File: config.mk
export PLATFORM = sky130hd
export DESIGN_NAME = noc_input_buffer_hs_flat
export DESIGN_NICKNAME = d
export VERILOG_FILES = /design/src/rtl/noc_input_buffer_hs_if.sv /design/src/rtl/noc_input_buffer_hs.sv /design/src/flat_wrapper.sv
export SDC_FILE = /design/constraint.sdc
export NUM_CORES = 1
export LEC_CHECK = 0
export CAP_MARGIN = 20
export CORE_AREA = 4 4 150 152
export CTS_CLUSTER_DIAMETER = 100
export DETAILED_ROUTE_END_ITERATION = 10
export DIE_AREA = 0 0 154 156
export GPL_TIMING_DRIVEN = 0
export PLACE_DENSITY_LB_ADDON = 0.3
export SETUP_SLACK_MARGIN = 0.4
export SYNTH_ARGS = -nofsm -noshare
export SYNTH_HDL_FRONTEND = slang
export SYNTH_SLANG_ARGS = --single-unit
export TNS_END_PERCENT = 5
File: constraint.sdc
create_clock -name clk -period 2.4 [get_ports clk]
set_input_delay 0.48 -clock clk [delete_from_list [all_inputs] [get_ports clk]]
set_output_delay 0.48 -clock clk [all_outputs]
set_load 0.05 [all_outputs]
File: src/rtl/noc_input_buffer_hs_if.sv
// Router input-port bundle: the upstream RTS/CTS link plus the local
// crossbar-side pop requests and head-flit/status view of the FIFO.
interface noc_input_buffer_hs_if #(
  parameter int DATA_WIDTH = 32,
  parameter int DEPTH      = 4
);

  localparam int PTR_W = $clog2(DEPTH);

  // Upstream link
  logic [DATA_WIDTH-1:0] RX;
  logic                  DRTS;
  logic                  CTS;

  // Local output-arbiter grants
  logic                  read_en_N;
  logic                  read_en_E;
  logic                  read_en_W;
  logic                  read_en_S;
  logic                  read_en_L;

  // Head flit and occupancy status
  logic [DATA_WIDTH-1:0] Data_out;
  logic                  empty;
  logic                  full;
  logic [PTR_W:0]        count;

  // Environment side: upstream router and local arbiters
  modport master (
    output RX, DRTS,
    output read_en_N, read_en_E, read_en_W, read_en_S, read_en_L,
    input  CTS, Data_out, empty, full, count
  );

  // Buffer side
  modport slave (
    input  RX, DRTS,
    input  read_en_N, read_en_E, read_en_W, read_en_S, read_en_L,
    output CTS, Data_out, empty, full, count
  );

endinterface

File: src/rtl/noc_input_buffer_hs.sv
// Router input-port receiver. Accepts flits from the upstream link with a
// two-phase RTS/CTS handshake, stores them in a small circular FIFO and
// shows the head flit to the crossbar. Any local output grant pops it.
module noc_input_buffer_hs #(
  parameter int DATA_WIDTH = 32,
  parameter int DEPTH      = 4
) (
  input  logic                    clk,
  input  logic                    rst,
  noc_input_buffer_hs_if.slave    bus
);

  localparam int PTR_W = $clog2(DEPTH);

  localparam logic [PTR_W-1:0] PTR_ONE  = {{(PTR_W-1){1'b0}}, 1'b1};
  localparam logic [PTR_W:0]   CNT_ONE  = {{PTR_W{1'b0}}, 1'b1};
  localparam logic [PTR_W:0]   CNT_FULL = (PTR_W+1)'(DEPTH);

  logic [DATA_WIDTH-1:0] mem [DEPTH];

  logic [PTR_W-1:0] rd_ptr;
  logic [PTR_W-1:0] wr_ptr;
  logic [PTR_W:0]   count_q;
  logic [PTR_W:0]   count_next;
  logic             cts_q;
  logic             cts_next;

  logic             write_en;
  logic             read_en;
  logic             pop;
  logic             empty_int;
  logic             full_int;

  // Status is derived purely from the registered occupancy.
  assign empty_int = (count_q == '0);
  assign full_int  = (count_q == CNT_FULL);

  // A flit is captured on the edge where the upstream still holds RTS and
  // our CTS pulse is high; several simultaneous grants are a single pop.
  assign write_en = bus.DRTS & cts_q;
  assign read_en  = bus.read_en_N | bus.read_en_E | bus.read_en_W |
                    bus.read_en_S | bus.read_en_L;
  assign pop      = read_en & ~empty_int;

  // CTS is a one-cycle pulse: raised only when RTS is seen, CTS is low and
  // there is room, so a second write can never land before re-evaluation.
  always_comb begin
    cts_next = 1'b0;
    if (bus.DRTS && !cts_q && !full_int) begin
      cts_next = 1'b1;
    end
  end

  // Occupancy bookkeeping; simultaneous write and pop cancel out.
  always_comb begin
    count_next = count_q;
    case ({write_en, pop})
      2'b10:   count_next = count_q + CNT_ONE;
      2'b01:   count_next = count_q - CNT_ONE;
      default: count_next = count_q;
    endcase
  end

  // Handshake, pointer and occupancy registers.
  always_ff @(posedge clk) begin
    if (rst) begin
      cts_q   <= 1'b0;
      rd_ptr  <= '0;
      wr_ptr  <= '0;
      count_q <= '0;
    end else begin
      cts_q   <= cts_next;
      count_q <= count_next;
      if (write_en) begin
        wr_ptr <= wr_ptr + PTR_ONE;
      end
      if (pop) begin
        rd_ptr <= rd_ptr + PTR_ONE;
      end
    end
  end

  // Flit storage; contents are left alone by reset and only the valid
  // window between the pointers is ever meaningful.
  always_ff @(posedge clk) begin
    if (write_en && !rst) begin
      mem[wr_ptr] <= bus.RX;
    end
  end

  assign bus.CTS      = cts_q;
  assign bus.Data_out = mem[rd_ptr];
  assign bus.empty    = empty_int;
  assign bus.full     = full_int;
  assign bus.count    = count_q;

endmodule

File: src/flat_wrapper.sv
// flat-port wrapper written by rule: the top's interface ports become plain ports
module noc_input_buffer_hs_flat 
#(
  parameter int DATA_WIDTH = 32,
  parameter int DEPTH      = 4
)
  (clk, rst, bus_RX, bus_DRTS, bus_read_en_N, bus_read_en_E, bus_read_en_W, bus_read_en_S, bus_read_en_L, bus_CTS, bus_Data_out, bus_empty, bus_full, bus_count);
  noc_input_buffer_hs_if #(.DATA_WIDTH(DATA_WIDTH), .DEPTH(DEPTH)) bus_i ();
  input  logic clk;
  input  logic rst;
  input wire logic [$bits(bus_i.RX)-1:0] bus_RX;
  input wire logic [$bits(bus_i.DRTS)-1:0] bus_DRTS;
  input wire logic [$bits(bus_i.read_en_N)-1:0] bus_read_en_N;
  input wire logic [$bits(bus_i.read_en_E)-1:0] bus_read_en_E;
  input wire logic [$bits(bus_i.read_en_W)-1:0] bus_read_en_W;
  input wire logic [$bits(bus_i.read_en_S)-1:0] bus_read_en_S;
  input wire logic [$bits(bus_i.read_en_L)-1:0] bus_read_en_L;
  output wire logic [$bits(bus_i.CTS)-1:0] bus_CTS;
  output wire logic [$bits(bus_i.Data_out)-1:0] bus_Data_out;
  output wire logic [$bits(bus_i.empty)-1:0] bus_empty;
  output wire logic [$bits(bus_i.full)-1:0] bus_full;
  output wire logic [$bits(bus_i.count)-1:0] bus_count;
  assign bus_i.RX = bus_RX;
  assign bus_i.DRTS = bus_DRTS;
  assign bus_i.read_en_N = bus_read_en_N;
  assign bus_i.read_en_E = bus_read_en_E;
  assign bus_i.read_en_W = bus_read_en_W;
  assign bus_i.read_en_S = bus_read_en_S;
  assign bus_i.read_en_L = bus_read_en_L;
  assign bus_CTS = bus_i.CTS;
  assign bus_Data_out = bus_i.Data_out;
  assign bus_empty = bus_i.empty;
  assign bus_full = bus_i.full;
  assign bus_count = bus_i.count;
  noc_input_buffer_hs #(.DATA_WIDTH(DATA_WIDTH), .DEPTH(DEPTH)) u_core (.clk(clk), .rst(rst), .bus(bus_i));
endmodule
==> out/metrics.cfg <==
[floorplanning]
core_ar_sq_um=21000
die_area_sq_um=24000
effective_utilization_at_floorplan_pct=24.7
num_rows=53
design.portCount=78
die_height_microns=156
dieWidth_microns=154

[timing]
finalClockSkew_ns=0.00780
worst-slew-pin-transition_ns=0.558
slew_viol_final=0
final_min_period_over_clock_period_pct=93.5
clock.fmax_mhz=446
slew_headroom_pct=62.8
report.final.setup_viol=0
period_minus_slack_ns=2.24
grt_setup_unrepaired=yes
hold_viol_final=0
worst_slack_ns=0.156

[layout]
fin_nets=373
number_of_fill_cells_in_the_layout=1979
drive_gt1_share_pct=34.5
syn_to_final_growth_pct=37.3
diode_count=0

[logic_synthesis]
synth_largest_area_cell=sky130_fd_sc_hd__edfxtp_1
synth.most_common_cell=sky130_fd_sc_hd__edfxtp_1
synthesized_area_per_cell_sq_um=23.2
syn_area_sq_um=5190
ys_warn_count=0
ys_top_cells_by_area=sky130_fd_sc_hd__edfxtp_1 74%, sky130_fd_sc_hd__mux4_2 13%, sky130_fd_sc_hd__dfxtp_1 3.9%, sky130_fd_sc_hd__ha_1 1.2%, sky130_fd_sc_hd__buf_12 1.2%
synth.ff_latch_count=138
postSynthNetCount=270
ys_types=28
synth.yosys.seq_area_share_pct=77.9
synth_enable_flop_cells=128
postSynth.topFlopCell=sky130_fd_sc_hd__edfxtp_1
synth_top_area_share_pct=74.0
postSynthCellCount=224
synth.cells.most_frequent=128 x sky130_fd_sc_hd__edfxtp_1, 30 x sky130_fd_sc_hd__mux4_2, 10 x sky130_fd_sc_hd__dfxtp_1
async_flop_share_pct=0

[clock_network]
worst_skew_pair.late_latency_ns=0.41
tritoncts_num_sinks=138
cts_buffer_depth=2
cts_buffers=17
cts_root_buffer=sky130_fd_sc_hd__clkbuf_16
clkSlewWorstSetupHoldPaths_ns=0.06
tritoncts=done
htree_levels=4
postCtsSetupRepairBufs=0
ctsHoldBuffers=0

[route]
final_antenna_net_count=0
vias=2504
wire_per_inst_microns=17.5
post-route-drc-count=0
first_pass_iters=4
wire_length_after_detailed_routing_mm=10.7
via_per_inst=4.08
initialDrtViolationCount=55

[placed_design]
hpwl_mm=6.44
port_buffers=77
place_congestion=0.602
place_ws_ns=-0.327

[power]
power_density_nw_per_um2=1160
vdd_ir_drop_max_uv=662
leakage_uw=0.00235
report.power.total_uw=8290

[global_routing]
grt_pass1_vias=2806
antenna_found_initial=0
globalRouteOverflowTotal=0
grt_total_usage_pct=9.14
grt_first_pass_wirelength_mm=16.2
grt_max_degree=33

[critical_path]
critPathArrivalTime_ns=1.76
critical_path.slowest_cell=sky130_fd_sc_hd__mux4_2
start_to_end_type_of_the_worst_setup_path=flop to output pin
crit_path_start_kind=flop
path_cells=buf_12 -> clkbuf_16 -> mux4_2 -> buf_6
cpPeakStageDelay_ns=0.51
endpoint_kind=output pin
required_ns=1.92
crit_path_max_fanout=8

[worst_hold_path]
hold_path.class=flop to flop

[flow_run]
max_cap_viol_count=0

[run_status]
status=completed

==> metal layers <==
metal  GRT usage, %  vias to the layer above  wire, microns
li1               -                     1136              -
met1           10.8                     1305           4630
met2           15.2                       56           5580
met3           3.52                        7            396
met4           3.41                        0            126
met5              0                        -              0
==> cells in the final DEF (no fill, tap or decap), types with 2 or more instances in the layout <==
master                            instances
sky130_fd_sc_hd__mux4_2                  30
sky130_fd_sc_hd__clkbuf_1                 2
sky130_fd_sc_hd__buf_2                    5
sky130_fd_sc_hd__xor2_1                   2
sky130_fd_sc_hd__a21oi_1                  3
sky130_fd_sc_hd__dfxtp_2                  3
sky130_fd_sc_hd__buf_6                   19
sky130_fd_sc_hd__nand2_1                  2
sky130_fd_sc_hd__mux2_1                   3
sky130_fd_sc_hd__dlygate4sd2_1            2
sky130_fd_sc_hd__nor2_1                   7
sky130_fd_sc_hd__inv_1                    7
sky130_fd_sc_hd__clkinv_4                 2
sky130_fd_sc_hd__dfxtp_1                  5
sky130_fd_sc_hd__edfxtp_1               128
sky130_fd_sc_hd__and2_2                   4
sky130_fd_sc_hd__clkinv_2                 2
sky130_fd_sc_hd__mux4_1                   2
sky130_fd_sc_hd__clkbuf_16               19
sky130_fd_sc_hd__buf_12                   7
sky130_fd_sc_hd__dfxtp_4                  2
sky130_fd_sc_hd__buf_4                   10
sky130_fd_sc_hd__clkdlybuf4s50_1         43
sky130_fd_sc_hd__clkinv_1                 2
sky130_fd_sc_hd__bufinv_16                6
sky130_fd_sc_hd__ha_1                     5
==> path summary, 6_finish.rpt <==
kind / start / end / slack, ns / depth (start not counted)
max: flop / bus_Data_out[27] / 0.16 / 4
min: u_core.bus.CTS / u_core.bus.CTS / 0.49 / 1
max reg2reg: u_core.bus.count[2] / u_core.bus.count[2] / 0.45 / 8
min reg2reg: u_core.bus.CTS / u_core.bus.CTS / 0.49 / 1
==> critical path, delay by kind of cell (launching register included) <==
kind,cells,cell delay [ns]
buffers and inverters,3,0.51
multiplexers,1,0.51
flip-flops,1,0.34
==> registers in the layout, indices dropped and copies added, names as in the netlist, named ones only <==
name,flops
u_core.mem,128
u_core.bus.count,3
u_core.rd_ptr,2
u_core.wr_ptr,2
u_core.bus.CTS,1
==> layout make-up <==
type | count | area, sq um | area share [%]
Sequential cell | 138 | 4060 | 56.8
Tap cell | 275 | 344 | 4.82
Buffer | 8 | 106 | 1.49
Multi-Input combinational cell | 72 | 1060 | 14.8
Inverter | 7 | 26.3 | 0.368
Timing Repair Buffer | 83 | 892 | 12.5
Clock inverter | 13 | 224 | 3.14
Clock buffer | 18 | 429 | 6.02
==> cells by family after synthesis <==
group                    after synthesis  share of synthesized area [%]
AO/OA/AOI/OAI                          6                          0.699
XOR/XNOR                               3                          0.506
adder cells (fa/ha/maj)                6                           1.59
buffers and inverters                 15                           2.24
flip-flops                           138                           77.9
multiplexers                          35                           14.7
AND/OR/NAND/NOR                       21                           2.43
==> through the flow <==
stage / instance area [sq um] / TNS [ns] / util (%) / cells / hold slack (ns)
floorplan: 5210 / 0 / - / 224 / 0.469
global route: 7130 / 0 / 33.9 / 614 / 0.516
CTS: 6950 / 0 / 33.1 / 611 / 0.494
finish: 7130 / 0 / 33.9 / 614 / 0.485
detailed placement: 6390 / -17.67 / 30.4 / 579 / 0.480
global placement: 6320 / -102.03 / 30.1 / 576 / 0.474
==> what timing repair did <==
item                                    4_1_cts  5_1_grt
endpoints found under the setup margin      128      129
cloned                                        1        3
gates resized for setup                     180       59
==> where the power goes <==
part	switching (uW)	leakage (uW)	internal [uW]
clock	947	0.000319	1940
combinational	1520	0.000795	1110
sequential	60.3	0.00124	2710
total	2530	0.00235	5760
Note: power is estimated with default switching activity, not from simulation.
